**src/rtl/mips_pkg.sv**
```systemverilog
// Shared types and constants for the datapath muxing blocks.
// Holds the arbiter state encoding and the default datapath width.
package mips_pkg;

  localparam int DATA_W = 32;

  typedef enum logic {
    IDLE = 1'b0,
    LOCK = 1'b1
  } arb_state_t;

endpackage

```
**src/rtl/rr_pick_n.sv**
```systemverilog
// Rotating-priority picker: returns the first asserted in_valid bit found
// when scanning from rr_ptr upwards, wrapping modulo N.
module rr_pick_n #(
  parameter int N     = 4,
  parameter int SEL_W = $clog2(N)
) (
  input  logic [N-1:0]     in_valid,
  input  logic [SEL_W-1:0] rr_ptr,
  output logic [SEL_W-1:0] grant,
  output logic             grant_vld
);

  localparam int SW1 = SEL_W + 1;

  logic [N-1:0]   rotated;
  logic [SW1-1:0] sum;

  // NOTE: every signal written here gets a default first, so no path leaves
  // it unassigned and no latch is inferred.
  always_comb begin
    rotated   = N'({in_valid, in_valid} >> rr_ptr);
    grant     = '0;
    grant_vld = |in_valid;
    sum       = '0;
    // Descending scan so the lowest offset from rr_ptr wins.
    for (int k = N - 1; k >= 0; k--) begin
      if (rotated[k]) begin
        sum   = SW1'(rr_ptr) + SW1'(k);
        grant = (sum >= SW1'(N)) ? SEL_W'(sum - SW1'(N)) : SEL_W'(sum);
      end
    end
  end

endmodule

```
**src/rtl/mux_arb_n.sv**
```systemverilog
// N:1 registered data mux with valid/ready handshakes, fixed or round-robin
// arbitration, and packet locking on in_last.
module mux_arb_n
  import mips_pkg::*;
#(
  parameter int WIDTH = DATA_W,
  parameter int N     = 4,
  parameter int SEL_W = $clog2(N)
) (
  input  logic               clk,
  input  logic               reset,
  input  logic               rr_en,
  input  logic [SEL_W-1:0]   sel,
  input  logic [N*WIDTH-1:0] in_data,
  input  logic [N-1:0]       in_valid,
  input  logic [N-1:0]       in_last,
  output logic [N-1:0]       in_ready,
  output logic [WIDTH-1:0]   out_data,
  output logic [SEL_W-1:0]   out_src,
  output logic               out_last,
  output logic               out_valid,
  input  logic               out_ready
);

  // Channel vectors padded to a power of two so an out-of-range sel reads 0.
  localparam int NP = 1 << SEL_W;

  arb_state_t       state, state_nxt;
  logic [SEL_W-1:0] lock_ch;
  logic [SEL_W-1:0] rr_ptr;
  logic [SEL_W-1:0] ptr_nxt;
  logic [SEL_W-1:0] pick_grant;
  logic             pick_vld;
  logic [SEL_W-1:0] grant;
  logic             grant_vld;
  logic [NP-1:0]    valid_pad;
  logic [NP-1:0]    last_pad;
  logic             ld;
  logic             xfer;
  logic             xfer_last;
  logic [WIDTH-1:0] ch_data [N];

  assign valid_pad = NP'(in_valid);
  assign last_pad  = NP'(in_last);

  for (genvar i = 0; i < N; i++) begin : g_unpack
    assign ch_data[i] = in_data[i*WIDTH +: WIDTH];
  end

  rr_pick_n #(
    .N     (N),
    .SEL_W (SEL_W)
  ) u_pick (
    .in_valid  (in_valid),
    .rr_ptr    (rr_ptr),
    .grant     (pick_grant),
    .grant_vld (pick_vld)
  );

  // Grant selection and next-state decode.
  always_comb begin
    grant     = '0;
    grant_vld = 1'b0;
    state_nxt = state;
    case (state)
      LOCK: begin
        grant     = lock_ch;
        grant_vld = valid_pad[lock_ch];
      end
      default: begin
        if (rr_en) begin
          grant     = pick_grant;
          grant_vld = pick_vld;
        end else begin
          grant     = sel;
          grant_vld = valid_pad[sel];
        end
      end
    endcase
    if (xfer) begin
      state_nxt = xfer_last ? IDLE : LOCK;
    end
  end

  // Output slot is free when empty or draining this cycle.
  assign ld = ~out_valid | out_ready;

  always_comb begin
    for (int g = 0; g < N; g++) begin
      in_ready[g] = ld & grant_vld & ~reset & (grant == SEL_W'(g));
    end
  end

  assign xfer      = |(in_valid & in_ready);
  assign xfer_last = last_pad[grant];
  assign ptr_nxt   = (grant == SEL_W'(N - 1)) ? '0 : grant + SEL_W'(1);

  // NOTE: all state here uses non-blocking assignment so every register
  // samples pre-edge values, independent of statement order.
  always_ff @(posedge clk) begin
    if (reset) begin
      state     <= IDLE;
      lock_ch   <= '0;
      rr_ptr    <= '0;
      out_valid <= 1'b0;
      out_data  <= '0;
      out_src   <= '0;
      out_last  <= 1'b0;
    end else begin
      state <= state_nxt;
      if (xfer) begin
        lock_ch <= grant;
      end
      if (xfer && xfer_last) begin
        rr_ptr <= ptr_nxt;
      end
      if (ld) begin
        out_valid <= xfer;
        if (xfer) begin
          out_data <= ch_data[grant];
          out_src  <= grant;
          out_last <= xfer_last;
        end
      end
    end
  end

endmodule

```
**config.mk**
```make
export PLATFORM = sky130hd
export DESIGN_NAME = mux_arb_n
export DESIGN_NICKNAME = d
export VERILOG_FILES = /design/src/rtl/mips_pkg.sv /design/src/rtl/rr_pick_n.sv /design/src/rtl/mux_arb_n.sv
export SDC_FILE = /design/constraint.sdc
export NUM_CORES = 1
export LEC_CHECK = 0
export CAP_MARGIN = 20
export CORE_ASPECT_RATIO = 1.75
export CORE_MARGIN = 5
export CORE_UTILIZATION = 47
export CTS_CLUSTER_DIAMETER = 150
export DETAILED_ROUTE_END_ITERATION = 12
export PLACE_DENSITY_LB_ADDON = 0.15
export RECOVER_POWER = 100
export SETUP_SLACK_MARGIN = 0.3
export SLEW_MARGIN = 10
export SYNTH_ARGS = -nofsm -noshare
export SYNTH_HDL_FRONTEND = slang
export SYNTH_SLANG_ARGS = --single-unit
```
**constraint.sdc**
```tcl
create_clock -name clk -period 4.56 [get_ports clk]
set_clock_uncertainty 0.15 [all_clocks]
set_input_delay 0.912 -clock clk [delete_from_list [all_inputs] [get_ports clk]]
set_output_delay 0.912 -clock clk [all_outputs]
set_load 0.005 [all_outputs]
```
==> results of run 1 <==
==> worst max-delay path: cells and delay by family <==
| family | cells | cell delay, ps |
|---|---|---|
| multiplexers | 1 | 250 |
| AND/OR/NAND/NOR | 4 | 710 |
| buffers and inverters | 3 | 1330 |
==> flip-flops by register name (all words and copies together) (netlist names) <==
register and cells:
out_src 2, lock_ch 2, state 1, out_valid 1, out_data 32, out_last 1, rr_ptr 2
==> power by group through the flow <==
stage / Sequential, mW / Clock [mW] / Combinational, mW
floorplan: 0.433 / 0 / 0.430
global placement: 0.437 / 0 / 0.724
detailed placement: 0.438 / 0 / 0.741
CTS: 0.431 / 0.469 / 0.748
global route: 0.434 / 0.484 / 0.795
finish: 0.431 / 0.463 / 0.733
==> worst max-delay path by stage <==
stage	startpoint	endpoint	slack, ps
after global placement	in_valid[0]	in_ready[1]	300
final	in_valid[1]	in_ready[2]	290
after floorplan	in_valid[0]	in_ready[1]	1140
after global routing	in_valid[1]	in_ready[1]	190
after detailed placement	in_valid[0]	in_ready[1]	280
after CTS	in_valid[2]	in_ready[1]	320
==> what timing repair did <==
action / 4_1_cts / 5_1_grt
hold endpoints to repair: 0 / 0
setup endpoints to repair: 1 / 2
pin swaps: 0 / 0
gates resized for setup: 1 / 3
==> metal layers <==
metal	GRT usage (%)	share of wire (%)
met5	0	0
met4	13.9	4.0
met3	5.33	6.9
met2	51.7	53
met1	28.7	36
==> cells in the final DEF, fill, tap and decap left out, types with 33 or more instances in the layout <==
master,instances
o211ai_1,33
nor2_1,40
o21ai_0,34
a21oi_1,75
mux2_2,36
dfxtp_1,40
dlygate4sd3_1,40
nand2_1,39
nand4_1,34
clkdlybuf4s50_1,136
mux2i_1,35
==> cell families (layout without fill, tap and decap cells) <==
| logic type | Yosys count | in the layout | synth area share (%) |
|---|---|---|---|
| compound gates | 219 | 219 | 33.1 |
| simple gates | 173 | 173 | 22.0 |
| mux | 73 | 73 | 18.7 |
| buf+inv | 64 | 206 | 6.74 |
| flops | 41 | 41 | 19.5 |
| other cells | 0 | 1 | 0 |
==> cell type report <==
type,instances,area (µm²),area share (%)
Antenna cell,1,2.50,0.0401
Clock buffer,5,125,2.01
Clock inverter,3,65.1,1.04
Tap cell,117,146,2.35
Multi-Input combinational cell,465,3150,50.6
Inverter,1,3.75,0.0602
Sequential cell,41,822,13.2
Timing Repair Buffer,197,1920,30.8
==> flow_metrics.py, run 1 <==
metrics = {
    "sta": {
        "fin_crit_ps": 4270,
        "hold_viol_final": 0,
        "worst_hold_slack_ps": 324,
        "slew_headroom_pct": 4.47,
        "max_clock_freq_mhz": 234,
        "worst_slew_pin_slew_ps": 1430,
        "worst_slack_ps": 287,
        "drv_slew": 0,
        "rsz0062_at_grt": "no",
        "period_share_pct": 93.7,
        "final-setup-viol-count": 0,
        "tns_ps": 0,
    },
    "cells_and_area": {
        "drive_gt1_share_pct": 10.7,
        "area_growth_pct": 48.1,
        "utilization_pct": 71.5,
        "num-fill-cells": 715,
        "fin_cells": 830,
        "finalInstanceArea_um2": 6240,
        "nets": 853,
    },
    "floorplan": {
        "die_h_um": 135,
        "die_area_um2": 11000,
        "core-area_um2": 8730,
        "io-pin-count": 182,
        "die-width_um": 81.6,
        "num_rows": 45,
        "initial_utilization_pct": 48.3,
    },
    "power_and_ir_drop": {
        "intPower_mw": 1.08,
        "p_sw_share_pct": 33.6,
        "finalPower_mw": 1.63,
        "pwr-share-clk_pct": 28.5,
        "p_leak_nw": 2.19,
        "power_density_nw_per_um2": 261,
        "pwr-share-seq_pct": 26.5,
        "ir_worst_vdd_v": 0.000198,
        "pwr-share-comb_pct": 45.1,
        "power.switching_mw": 0.546,
    },
    "global_route": {
        "grt_overflow_total": 0,
        "grt_util_all_layers_pct": 27.9,
        "grt_start_max_net_pins": 67,
        "antenna_found_initial": 1,
        "grt_pass1_vias": 5134,
        "grt_first_pass_wirelength_mm": 24.5,
    },
    "detailed_routing": {
        "firstDrtPassIters": 5,
        "vias": 5086,
        "drt-wirelength-per-cell_um": 19.0,
        "vias_per_cell": 6.13,
        "wl_mm": 15.8,
        "dr.first_iter.drc_count": 380,
        "drcViolationCount": 0,
        "ant_nets": 0,
    },
    "clocking": {
        "clk_pin_slew_ps": 60,
        "cts.path.max_buffers": 2,
        "cts_max_level": 2,
        "clk-insertion-delay-late_ps": 280,
        "hold_buffers": 0,
        "cts_setup_buffers": 0,
        "cts_buffers": 5,
        "cts-root-buf": "clkbuf_16",
        "cts.sinks": 41,
        "cts_tree": "built",
    },
    "placed_design": {
        "dp.cells": 821,
        "portBuffers": 181,
        "finalWeightedCongestion": 0.853,
        "placed_cell_area_um2": 6050,
        "hpwl_mm": 10.8,
        "post-place-ws_ps": 282,
    },
    "logic_synthesis": {
        "ys_top_cells_by_area": "dfxtp_1 19%, mux2_2 9.6%, a21oi_1 8.9%, mux2i_1 8.3%, o211ai_1 5.9%",
        "yosys.area.top_type": "dfxtp_1",
        "syn_inst": 570,
        "syn-cell-area_um2": 4210,
        "synth_warnings": 0,
        "synth_top_cell_area_share_pct": 19.5,
        "synth_common_cells": "75 x a21oi_1, 41 x dfxtp_1, 41 x nor2_1, 39 x nand2_1",
        "yosysSeqAreaShare_pct": 19.5,
        "ys_types": 42,
        "synth-edff-count": 0,
        "ys_seq_elements": 41,
        "synth_ff_type": "dfxtp_1",
        "avgSynthCellArea_um2": 7.39,
        "synthesis.nets": 712,
        "ys_async_sr_fraction_pct": 0,
        "synth_most_common_cell": "a21oi_1",
    },
    "worst_setup_path": {
        "critical_path_class": "input pin to output pin",
        "critPathCaptureType": "output pin",
        "crit_top_cell": "dlygate4sd3_1",
        "worstPathArrival_ps": 3210,
        "cp_cell_sequence": "dlygate4sd3_1, buf_4, mux2_2, or3_1, and3_1, nand2_1, nor3_1, dlygate4sd3_1",
        "cp_slowest_cell": "dlygate4sd3_1",
        "start_kind": "input pin",
        "crit_fanout": 5,
        "r2r_cells": 8,
        "r2r-start": "lock_ch[0]",
        "reg2reg_to": "rr_ptr[0]",
        "max_stage_delay_ps": 590,
        "reg2reg_slack_ps": 1070,
        "cp.required_ps": 3500,
    },
    "run": {
        "drv_cap": 0,
    },
    "worst_hold_path": {
        "hold_path_depth": 2,
        "min_to": "out_src[0]",
        "hold_start": "out_src[0]",
        "hold_path_class": "register to register",
    },
    "status": {
        "status": "complete, no violations",
    },
}
Note: power is estimated with default switching activity, not from simulation.
==> run 2, diff against run 1 <==
CTS_BUF_LIST = sky130_fd_sc_hd__clkbuf_16   (was default)
SLEW_MARGIN = default   (was 10)
==> results of run 2 <==
Final layout, timing and power as in run 1 (identical DEF).
